==> src/rtl/stopwatch_pkg.sv <==
// Shared types and constants for the stopwatch push-button front end.
// Optional long-press detection is enabled with BUTTON_DEBOUNCER_LONG_PRESS_EN.
package stopwatch_pkg;

  typedef enum logic [1:0] {
    IDLE         = 2'd0,
    PRESS_WAIT   = 2'd1,
    HELD         = 2'd2,
    RELEASE_WAIT = 2'd3
  } debounce_state_t;

  localparam int unsigned DEF_DEBOUNCE_CYCLES = 10000;
  localparam int unsigned DEF_LONG_CYCLES     = 2000000;

  localparam int unsigned BTN_ONE   = 0;
  localparam int unsigned BTN_TEN   = 1;
  localparam int unsigned BTN_PAUSE = 2;
  localparam int unsigned BTN_CLEAR = 3;

endpackage

==> src/rtl/debounce_channel.sv <==
// One button channel: 2-flop synchronizer, debounce FSM, registered level/pulse outputs.
// Long-press pulse logic exists only when BUTTON_DEBOUNCER_LONG_PRESS_EN is defined.
module debounce_channel
  import stopwatch_pkg::*;
#(
  parameter int unsigned DEBOUNCE_CYCLES = DEF_DEBOUNCE_CYCLES,
  parameter int unsigned LONG_CYCLES     = DEF_LONG_CYCLES
) (
  input  logic clk,
  input  logic rst,
  input  logic i_btn,
  output logic o_level,
  output logic o_press,
  output logic o_release,
  output logic o_long
);

  localparam int unsigned       CNT_W    = $clog2(DEBOUNCE_CYCLES + 1);
  localparam logic [CNT_W-1:0]  CNT_LAST = CNT_W'(DEBOUNCE_CYCLES - 1);
  localparam logic [CNT_W-1:0]  CNT_ONE  = CNT_W'(1);

  if (DEBOUNCE_CYCLES < 2) begin : g_bad_debounce
    $error("debounce_channel: DEBOUNCE_CYCLES must be at least 2");
  end
  if (LONG_CYCLES <= DEBOUNCE_CYCLES) begin : g_bad_long
    $error("debounce_channel: LONG_CYCLES must exceed DEBOUNCE_CYCLES");
  end

  logic r_meta;
  logic r_sync;

  always_ff @(posedge clk or posedge rst) begin
    if (rst) begin
      r_meta <= 1'b0;
      r_sync <= 1'b0;
    end else begin
      r_meta <= i_btn;
      r_sync <= r_meta;
    end
  end

  debounce_state_t   r_state;
  debounce_state_t   w_state_nxt;
  logic [CNT_W-1:0]  r_cnt;
  logic [CNT_W-1:0]  w_cnt_nxt;

  always_ff @(posedge clk or posedge rst) begin
    if (rst) begin
      r_state <= IDLE;
      r_cnt   <= '0;
    end else begin
      r_state <= w_state_nxt;
      r_cnt   <= w_cnt_nxt;
    end
  end

  // cnt never passes CNT_LAST, so the increment cannot wrap
  always_comb begin
    w_state_nxt = r_state;
    w_cnt_nxt   = r_cnt;
    unique case (r_state)
      IDLE: begin
        if (r_sync) begin
          w_state_nxt = PRESS_WAIT;
          w_cnt_nxt   = CNT_ONE;
        end else begin
          w_cnt_nxt   = '0;
        end
      end
      PRESS_WAIT: begin
        if (!r_sync) begin
          w_state_nxt = IDLE;
          w_cnt_nxt   = '0;
        end else if (r_cnt == CNT_LAST) begin
          w_state_nxt = HELD;
          w_cnt_nxt   = '0;
        end else begin
          w_cnt_nxt   = r_cnt + CNT_ONE;
        end
      end
      HELD: begin
        if (!r_sync) begin
          w_state_nxt = RELEASE_WAIT;
          w_cnt_nxt   = CNT_ONE;
        end else begin
          w_cnt_nxt   = '0;
        end
      end
      RELEASE_WAIT: begin
        if (r_sync) begin
          w_state_nxt = HELD;
          w_cnt_nxt   = '0;
        end else if (r_cnt == CNT_LAST) begin
          w_state_nxt = IDLE;
          w_cnt_nxt   = '0;
        end else begin
          w_cnt_nxt   = r_cnt + CNT_ONE;
        end
      end
    endcase
  end

  logic r_level;
  logic r_press;
  logic r_release;
  logic w_level_nxt;
  logic w_press_nxt;
  logic w_release_nxt;

  // Pulses come from comparing the state with the previous registered level,
  // which places them one cycle after the accepting transition.
  always_comb begin
    w_level_nxt   = (r_state == HELD) || (r_state == RELEASE_WAIT);
    w_press_nxt   = (r_state == HELD) && !r_level;
    w_release_nxt = (r_state == IDLE) && r_level;
  end

  always_ff @(posedge clk or posedge rst) begin
    if (rst) begin
      r_level   <= 1'b0;
      r_press   <= 1'b0;
      r_release <= 1'b0;
    end else begin
      r_level   <= w_level_nxt;
      r_press   <= w_press_nxt;
      r_release <= w_release_nxt;
    end
  end

  assign o_level   = r_level;
  assign o_press   = r_press;
  assign o_release = r_release;

`ifdef BUTTON_DEBOUNCER_LONG_PRESS_EN
  localparam int unsigned       HOLD_W   = $clog2(LONG_CYCLES + 1);
  localparam logic [HOLD_W-1:0] HOLD_MAX = HOLD_W'(LONG_CYCLES);

  logic [HOLD_W-1:0] r_hold;
  logic              r_long_done;
  logic              r_long;
  logic              w_hold_clr;
  logic              w_long_nxt;

  // Fresh press or return to IDLE restarts the hold; RELEASE_WAIT merely pauses it.
  always_comb begin
    w_hold_clr = ((r_state == PRESS_WAIT) && (w_state_nxt == HELD)) ||
                 (w_state_nxt == IDLE);
    w_long_nxt = (r_hold == HOLD_MAX) && !r_long_done;
  end

  always_ff @(posedge clk or posedge rst) begin
    if (rst) begin
      r_hold      <= '0;
      r_long_done <= 1'b0;
      r_long      <= 1'b0;
    end else begin
      r_long <= w_long_nxt;
      if (w_hold_clr) begin
        r_hold      <= '0;
        r_long_done <= 1'b0;
      end else begin
        if ((r_state == HELD) && (r_hold != HOLD_MAX)) begin
          r_hold <= r_hold + HOLD_W'(1);
        end
        if (r_hold == HOLD_MAX) begin
          r_long_done <= 1'b1;
        end
      end
    end
  end

  assign o_long = r_long;
`else
  assign o_long = 1'b0;
`endif

endmodule

==> src/rtl/button_debouncer.sv <==
// Multi-channel push-button debouncer: one independent debounce_channel per button.
// Define BUTTON_DEBOUNCER_LONG_PRESS_EN to enable btn_long; otherwise it is tied low.
module button_debouncer
  import stopwatch_pkg::*;
#(
  parameter int unsigned NUM_BTN         = 4,
  parameter int unsigned DEBOUNCE_CYCLES = DEF_DEBOUNCE_CYCLES,
  parameter int unsigned LONG_CYCLES     = DEF_LONG_CYCLES
) (
  input  logic               clk,
  input  logic               rst,
  input  logic [NUM_BTN-1:0] btn_in,
  output logic [NUM_BTN-1:0] btn_level,
  output logic [NUM_BTN-1:0] btn_press,
  output logic [NUM_BTN-1:0] btn_release,
  output logic [NUM_BTN-1:0] btn_long
);

  for (genvar g = 0; g < NUM_BTN; g++) begin : g_ch
    debounce_channel #(
      .DEBOUNCE_CYCLES (DEBOUNCE_CYCLES),
      .LONG_CYCLES     (LONG_CYCLES)
    ) u_ch (
      .clk       (clk),
      .rst       (rst),
      .i_btn     (btn_in[g]),
      .o_level   (btn_level[g]),
      .o_press   (btn_press[g]),
      .o_release (btn_release[g]),
      .o_long    (btn_long[g])
    );
  end

endmodule
==> config.mk <==
export PLATFORM = sky130hd
export DESIGN_NAME = button_debouncer
export DESIGN_NICKNAME = d
export VERILOG_FILES = /design/src/rtl/stopwatch_pkg.sv /design/src/rtl/debounce_channel.sv /design/src/rtl/button_debouncer.sv
export SDC_FILE = /design/constraint.sdc
export NUM_CORES = 1
export LEC_CHECK = 0
export BUFFER_PORTS_ARGS = -buffer_cell sky130_fd_sc_hd__buf_4
export CAP_MARGIN = 40
export CORE_MARGIN = 10
export CORE_UTILIZATION = 45
export DETAILED_ROUTE_END_ITERATION = 7
export PLACE_DENSITY_LB_ADDON = 0.05
export SLEW_MARGIN = 20
export SYNTH_ARGS = -nofsm -noshare
export SYNTH_HDL_FRONTEND = slang
export SYNTH_SLANG_ARGS = --single-unit
==> constraint.sdc <==
create_clock -name clk -period 6.9 [get_ports clk]
set_clock_uncertainty 0.2 [all_clocks]
set_input_delay 0.345 -clock clk [delete_from_list [all_inputs] [get_ports clk]]
set_output_delay 0.345 -clock clk [all_outputs]
set_load 0.005 [all_outputs]
======== After elaboration in Yosys (flattened, before gate mapping) ========
Index checks and enable logic that the tools add are counted.
word-level totals
  flip-flop bits (word level) ............. 84
  bits of input ports ..................... 6
  output and inout port bits .............. 16
  word-level logic and storage cells ...... 140
cells by class
  add/subtract/negate cells ............... 4
  eq/ne operators ......................... 32
  mux-type cells .......................... 52
  reduce and logical (&&, ||, !) cells .... 24
operators with widths
  kind                     count
  $pmux W14 S4             4
  $mux W14                 12
  $add A14 B1 Y14 const B  4
  $eq A14 B14 Y1 const B   4
  $mux W2                  24
  $pmux W2 S4              4
  $eq A2 B2 Y1 const B     8
  $reduce_and A4 Y1        4
  $ne A3 B1 Y1 const B     4
  $ne A3 B3 Y1 const B     4
  $eq A2 B1 Y1 const B     4
  $logic_and A1 B1 Y1      8
  $logic_not A2 Y1         4
  $mux W1                  8
  $ne A2 B1 Y1 const B     4
  $ne A2 B2 Y1 const B     4
  $logic_not A1 Y1         4
  $logic_or A1 B1 Y1       4

======== Depth between registers and ports, before layout ========
Gate-level depths: netlist of run 1.
  depth in word-level cells ............... 4
  mapped depth ............................ 6
  depth with buffers taken out ............ 5

======== Hierarchy ========
A second synthesis of run 1 with hierarchy kept.
unflattened totals
  cell total of the unflattened synthesis .. 341
  area total of the unflattened synthesis .. 3728.6 µm²
modules (own cells, without submodules)
  module                                times used  cells an instance  area each (µm²)  sequential area each (µm²)
  debounce_channel at g_ch[0].u_ch ...  3           85                 928.4            525.5
  debounce_channel at g_ch[3].u_ch      1           86                 943.4            525.5

======== Worst setup path after synthesis of run 1 ========
Ideal clock, no wire load.
  path type ............................... reg2reg
  from .................................... register g_ch[0].u_ch.r_cnt[4]
  to ...................................... register (tool-made name)
  library setup time ...................... 0.125 ns
  arrival ................................. 1.686 ns
  required time ........................... 6.575 ns
  path slack .............................. 4.889 ns
  stages on the path, launching flop included .. 5
  buffers on the path ..................... 0
  clock period less this slack ............ 2.011 ns
  path through ............................ dfrtp_1 > or4b_4 > nor4_4 > nand2_2 > mux2_4
RTL lines
  element                   line                    text
  start: declaration        debounce_channel.sv:44  logic [CNT_W-1:0] r_cnt;
  start signal: assignment  debounce_channel.sv:53  r_cnt <= w_cnt_nxt;

======== Worst setup path after layout of run 1 ========
  from .................................... register g_ch[3].u_ch.r_cnt[6]
  to ...................................... register g_ch[3].u_ch.r_cnt[0]
on the way
  word-level cells in the longest chain between the ends .. 4
  elaborated cells between the ends (all ways) .. 5
  those cells by class .................... eq/ne: 1; mux: 4
RTL lines
  element                             line                                            text
  start: declaration                  debounce_channel.sv:44
  start signal: assignment            debounce_channel.sv:53
  $eq A14 B14 Y1 (*)                  debounce_channel.sv:74, debounce_channel.sv:93
  $mux W14 (*)                        debounce_channel.sv:74, debounce_channel.sv:93
  $mux W14, on equally long branches  debounce_channel.sv:90, debounce_channel.sv:71
  $pmux W14 S4 (*)                    debounce_channel.sv:61                          unique case (r_state)
  via g_ch[3].u_ch.w_cnt_nxt[0]       debounce_channel.sv:45                          logic [CNT_W-1:0] w_cnt_nxt;
The timed path passes the listed nets; every way through them passes the cells marked *.
A chain may end at the register's enable or synchronous reset.

==> results of run 1 <==
registers in the layout, summed over array words and instances (netlist names), named ones only:
signal               count
g_ch.u_ch.r_sync         4
g_ch.u_ch.r_state        4
g_ch.u_ch.o_release      4
g_ch.u_ch.o_press        4
g_ch.u_ch.o_level        4
g_ch.u_ch.r_meta         4
g_ch.u_ch.r_cnt         56
logic make-up (layout without fill, tap and decap cells):
logic type	count (synthesis)	after routing	synth area share
buf+inv	39	54	0.0627
xor+xnor	52	52	0.120
other cells	1	4	0.000988
flops	84	84	0.554
compound gates	7	7	0.0119
mux	4	4	0.0139
simple gates	161	161	0.223
fa+ha+maj	4	4	0.0132
worst reg2reg max path, cell delays in order (launching register included):
cell and delay [ps]:
dfrtp_1 460, or4_1 530, nor4_1 310, nand3b_1 480, a21oi_1 130
cells in the mapped netlist (7+ instances only):
| cell type | count | area (um2) |
|---|---|---|
| dfrtp_1 | 84 | 2100 |
| nand2_1 | 17 | 63.8 |
| buf_4 | 16 | 120 |
| xnor2_1 | 40 | 350 |
| nand4_1 | 12 | 75.1 |
| nor2_1 | 62 | 233 |
| inv_1 | 14 | 52.6 |
| xor2_1 | 12 | 105 |
| nor4_1 | 12 | 75.1 |
| nor3_1 | 15 | 75.1 |
| nand3_1 | 15 | 75.1 |
| nor3b_1 | 7 | 52.6 |
repair_timing:
action	in CTS	in global routing
hold buffers	5	0
hold endpoints to repair	10	0
gates resized for setup	0	0
through the flow:
step | power (W) | hold slack (ps) | instance area, um2
floorplan | 0.000538 | 131 | 3800
global placement | 0.000544 | 30.3 | 3890
detailed placement | 0.000546 | 31.2 | 3910
CTS | 0.000934 | 142 | 4170
global route | 0.000958 | 163 | 4170
finish | 0.000917 | 144 | 4170
power by group through the flow:
| stage | clock network (W) | logic [W] | registers (W) |
|---|---|---|---|
| global route | 0.000415 | 0.0000369 | 0.000507 |
| detailed placement | 0 | 0.0000304 | 0.000515 |
| global placement | 0 | 0.0000286 | 0.000515 |
| floorplan | 0 | 0.0000240 | 0.000514 |
| CTS | 0.000395 | 0.0000328 | 0.000506 |
| finish | 0.000380 | 0.0000313 | 0.000505 |
area by class of cell:
type	count	area [um2]	share of cell area
repair buffers	24	205	0.0492
well taps	105	131	0.0315
clock buffers	10	128	0.0306
clock inverters	6	88.8	0.0213
flip-flops and latches	84	2100	0.504
multi-input cells	232	1470	0.351
inverters	14	53.8	0.0129
layer usage:
layer  routed length (um)  GRT usage  up-vias
met1                 3150      0.139     1133
met5                    0          0        -
met3                  234     0.0311        6
li1                     -          -     1182
met2                 2790      0.151       25
met4                   80     0.0463        0
worst paths after layout:
check / start / to / slack [ps] / depth (start not counted)
worst max register to register: g_ch[3].u_ch.r_cnt[6] / g_ch[3].u_ch.r_cnt[0] / 4650 / 4
worst max-delay path: g_ch[3].u_ch.r_cnt[6] / g_ch[3].u_ch.r_cnt[0] / 4650 / 4
worst min-delay path: g_ch[1].u_ch.r_meta / g_ch[1].u_ch.r_sync / 140 / 0
worst min register to register: g_ch[1].u_ch.r_meta / g_ch[1].u_ch.r_sync / 140 / 0
min in group asynchronous: rst / g_ch[0].u_ch.r_cnt[7] / 210 / 3
max in group asynchronous: rst / g_ch[2].u_ch.r_meta / 5340 / 5
==> summary.md, run 1 <==
| Metric | Value |
|---|---|
| Critical path cell sequence | `or4_1 -> nor4_1 -> nand3b_1 -> a21oi_1` |
| H-tree levels | `3` |
| Slew Limit Fails | `0` |
| Clk network pwr share | `0.414` |
| Cells after DPL | `454` |
| Data arrival time of the worst path | `2260 ps` |
| Gr usage total | `0.104` |
| Endpoint class of the critical path | `flop` |
| EDFF count, synth | `0` |
| Clock Path Buffers | `2` |
| Initial core utilization | `0.462` |
| Commonest non-fill, non-tap cell in the layout | `dfrtp_1` |
| First drt pass iteration count | `4` |
| Switching Fraction | `0.221` |
| MaxCap Viol Count | `0` |
| Setup WS pre-CTS | `4620 ps` |
| Synthesized instance count | `352` |
| Skew-Pair Late Insertion Delay | `350 ps` |
| CTS tree | `done` |
| Switching power | `0.000203 W` |
| Outcome | `finished, final reports clean` |
| Worst hold-check path type | `flop to flop` |
| Die X | `112 um` |
| FP Rows | `33` |
| CP Launch Type | `flop` |
| Drt wl/cell | `13.2 um` |
| Flop pwr share | `0.551` |
| Via density | `4.94` |
| Antenna Cells | `0` |
| Layout cells sized above 1 | `0.124` |
| Synth Area per Inst | `10.8 um2` |
| Drt total wl | `6260 um` |
| Max stage delay on crit path | `530 ps` |
| Top_reg_cell synth | `dfrtp_1` |
| Power per cell area | `220 nW/um2` |
| Power Internal | `0.000714 W` |
| Worst VDD drop | `0.0000933 V` |
| Final nets | `375` |
| Clk root buf | `clkbuf_8` |
| Sequential share of the synthesized area | `0.554` |
| I/O pin cnt | `22` |
| Worst slew pin tran | `549 ps` |
| Clock slew at reported path FFs | `90 ps` |
| Residual DRC count | `0` |
| Iter 0 DRT Violations | `72` |
| Gr ovfl total | `0` |
| Max Clk Rate | `444 MHz` |
| Total Die Area | `12,500 um2` |
| Post-synthesis register bit count | `84` |
| Ys async rst share | `1.00` |
| Critical Path RT | `6900 ps` |
| IO Port Bufs | `17` |
| Crit-path slowest cell | `or4_1` |
| Worst relative slew slack | `0.634` |
| CTS buffer count | `9` |
| Most frequent cells in the layout | `84 x dfrtp_1, 62 x nor2_1, 40 x xnor2_1` |
| Final setup vio count | `0` |
| RSZ-0062 raised after global routing | `no` |
| Final Core Density | `0.508` |
| Sink Count | `84` |
| Post-Syn Area | `3790 um2` |
| First-pass GRT wire length | `11,000 um` |
| Comb pwr share | `0.034` |
| Antenna-violating nets left | `0` |
| Crit path buffers/inverters | `0` |
| P&R area growth vs syn | `10.0%` |
| Fillers | `744` |
| Largest net degree at the start of global routing | `43` |
| Non-Filler Instances | `475` |
| Initial antenna violation count | `0` |
| GPL Wtd Cong | `0.768` |
| Post-DP HPWL | `4190 um` |
| Ys Warns | `0` |
| Vias in the first global route | `2,316` |
| Cell class contributing the biggest share of worst-path delay | `simple AND/OR/NAND/NOR gates` |
| Tcrit/Tclk final | `0.326` |
| Setup TNS | `0 ps` |
| Fin. Hold Viols | `0` |
| Die height | `112 um` |
| Leak | `1.72 nW` |
| Fin worst setup slack | `4650 ps` |
| DR vias | `2,346` |
| Core ar. | `8220 um2` |
| Setup Crit Path Kind | `flop to flop` |
| Worst-path fanout max | `14` |
| Fin crit period | `2250 ps` |
| Post-CTS Setup Inserts | `0` |
| Yosys cell types | `36` |
Note: power is estimated with default switching activity, not from simulation.
==> run 2, diff against run 1 <==
- clock period: 6.9 -> 2.35 ns (I/O delays scaled with it)
==> run 2 against run 1 <==
Net effect:
- flip-flop and latch count unchanged
- setup slack got worse by 4400 ps
- first-iteration DRC count increased by 8.3%
- maximum frequency increased by 6.5%
- final cell count increased by 1.5%
- clock power increased to 3.2 times the previous value
- via count increased by 0.43%
- register-to-register slack got worse by 4400 ps
- largest cell class unchanged
- largest power group unchanged
==> summary.md, run 2 (synthesized netlist as in run 1, its figures left out) <==
| Metric | Value |
|---|---|
| Worst hold margin | `151 ps (+7.09 ps)` |
| Multi-input logic area | `1470 um2 (unchanged)` |
| Antenna Cells | `0 (unchanged)` |
| Iter 0 DRT Violations | `78 (+8.3%)` |
| M3 GR Usage | `0.0354 (+0.00429)` |
| Clk root buf | `clkbuf_8` |
| Layout cells sized above 1 | `0.143 (+0.0189)` |
| Slew Limit Fails | `0 (unchanged)` |
| Final setup vio count | `0 (unchanged)` |
| GR Util met1 | `0.142 (+0.00362)` |
| Leak | `1.77 nW (+2.5%)` |
| Commonest non-fill, non-tap cell in the layout | `dfrtp_1` |
| DR vias | `2,356 (+0.43%)` |
| Clock Path Buffers | `2 (unchanged)` |
| Die height | `112 um (unchanged)` |
| Data arrival time of the worst path | `2150 ps (-110 ps)` |
| Power per cell area | `654 nW/um2 (+200%)` |
| Hold Crit Endpoint | `g_ch[2].u_ch.r_sync` |
| Max stage delay on crit path | `580 ps (+50 ps)` |
| R2R Setup Slk | `230 ps (-4410 ps)` |
| H-tree levels | `3 (unchanged)` |
| Via density | `4.89 (-1.0%)` |
| Critical Path RT | `2380 ps (-4520 ps)` |
| Hold path cells | `0 (unchanged)` |
| Fin crit period | `2120 ps (-137 ps)` |
| Design Power | `0.00278 W (+200%)` |
| GPL Wtd Cong | `0.733 (-4.6%)` |
| Gr ovfl total | `0 (unchanged)` |
| FP Rows | `33 (unchanged)` |
| Setup Crit Path Kind | `flop to flop` |
| Die X | `112 um (unchanged)` |
| Residual DRC count | `0 (unchanged)` |
| Met2 Resource Use GR | `0.156 (+0.00505)` |
| Final instance area | `4250 um2 (+1.7%)` |
| Most frequent cells in the layout | `84 x dfrtp_1, 62 x nor2_1, 40 x xnor2_1` |
| Fin. Hold Viols | `0 (unchanged)` |
| Setup TNS | `0 ps (unchanged)` |
| GR peak layer | `met2` |
| Crit-path slowest cell | `or4_1` |
| Worst hold-check path type | `flop to flop` |
| Critical R2R Launch | `g_ch[2].u_ch.r_cnt[6]` |
| RSZ-0062 raised after global routing | `no` |
| Antenna-violating nets left | `0 (unchanged)` |
| CTS buffer count | `9 (unchanged)` |
| I/O pin cnt | `22 (unchanged)` |
| Max reg flops | `56 (unchanged)` |
| Outcome | `finished, final reports clean` |
| First drt pass iteration count | `4 (unchanged)` |
| Tcrit/Tclk final | `0.900 (+0.574)` |
| Sink Count | `84 (unchanged)` |
| Gr usage total | `0.108 (+0.00462)` |
| MaxCap Viol Count | `0 (unchanged)` |
| R2r worst-path depth | `4 (unchanged)` |
| First-pass GRT wire length | `11,300 um (+2.7%)` |
| Cell Area, Placed | `3960 um2 (+1.4%)` |
| Worst R2R End | `g_ch[2].u_ch.r_cnt[3]` |
| P&R area growth vs syn | `11.9%` |
| Core ar. | `8220 um2 (unchanged)` |
| Worst-path fanout max | `13 (-1)` |
| Critical path cell sequence | `or4_1 -> nor4_4 -> or3b_2 -> nor2_1` |
| Max Clk Rate | `473 MHz (+6.5%)` |
| Initial antenna violation count | `0 (unchanged)` |
| Final nets | `382 (+1.9%)` |
| Resize count post-CTS | `0 (unchanged)` |
| IO Port Bufs | `17 (unchanged)` |
| Skew-Pair Late Insertion Delay | `360 ps (about the same)` |
| Drt total wl | `6280 um (+0.30%)` |
| Clock slew at reported path FFs | `80 ps (about the same)` |
| Total Die Area | `12,500 um2 (unchanged)` |
| Endpoint class of the critical path | `flop` |
| CP Launch Type | `flop` |
| Initial core utilization | `0.462 (unchanged)` |
| Fillers | `733 (-1.5%)` |
| Drt wl/cell | `13.0 um (-1.2%)` |
| Register area | `2100 um2 (unchanged)` |
| CTS tree | `done` |
| Vias in the first global route | `2,386 (+3.0%)` |
| Post-DP HPWL | `4150 um (-0.98%)` |
| Largest net degree at the start of global routing | `85 (+98%)` |
| Worst VDD drop | `0.000292 V (+210%)` |
| Hold_sp | `g_ch[2].u_ch.r_meta` |
| Most flops, register | `g_ch.u_ch.r_cnt` |
run 2: changes by cell type in the layout (fill, tap and decap cells not counted), sizes merged:
cell | before | now
buf | 19 | 26
clkbuf | 10 | 11
clkinv | 3 | 2
clkinvlp | 2 | 1
inv | 13 | 14
run 2: worst max-delay path: cells and delay by family, from the launching register on:
| family | cells | cell delay (ps) |
|---|---|---|
| AND/OR/NAND/NOR | 4 | 1350 |
| flip-flops | 1 | 430 |
run 2: timing repair:
| action | CTS | global route |
|---|---|---|
| hold buffers | 5 | 0 |
| setup buffers | 0 | 0 |
| hold endpoints to repair | 88 | 0 |
run 2: report_power, final:
part | internal [W] | total (W) | switching (W)
clock | 0.000661 | 0.00120 | 0.000536
sequential | 0.00146 | 0.00148 | 0.0000199
combinational | 0.0000366 | 0.0000960 | 0.0000594
run 2: area by class of cell:
cell class,count,share of cell area
Clock buffer,11,0.0357
Sequential cell,84,0.495
Multi-Input combinational cell,232,0.345
Clock inverter,5,0.0194
Timing Repair Buffer,31,0.0607
Inverter,14,0.0133
Tap cell,105,0.0309
run 2: worst max-delay path by stage:
stage	start	endpoint	slack, ps	cells after the start
final	g_ch[2].u_ch.r_cnt[6]	g_ch[2].u_ch.r_cnt[3]	230	4
after floorplan	g_ch[0].u_ch.r_cnt[4]	flop	340	4
after CTS	g_ch[2].u_ch.r_cnt[6]	g_ch[2].u_ch.r_cnt[6]	230	4
after global routing	g_ch[2].u_ch.r_cnt[6]	g_ch[2].u_ch.r_cnt[2]	110	4
after detailed placement	g_ch[2].u_ch.r_cnt[6]	g_ch[2].u_ch.r_cnt[6]	240	4
after global placement	g_ch[0].u_ch.r_cnt[4]	flop	260	4
run 2: per-stage QoR:
stage / setup WS (ps) / cells / utilization
global placement: 259 / 461 / 0.482
global route: 110 / 482 / 0.517
finish: 235 / 482 / 0.517
detailed placement: 243 / 461 / 0.482
CTS: 226 / 482 / 0.517
floorplan: 339 / 355 / -
run 2: per-layer routing:
layer / part of all wire / vias to the layer above / routed length (um)
li1: - / 1197 / -
met1: 0.50 / 1122 / 3130
met2: 0.44 / 25 / 2780
met3: 0.039 / 12 / 246
met4: 0.020 / 0 / 128
met5: 0 / - / 0
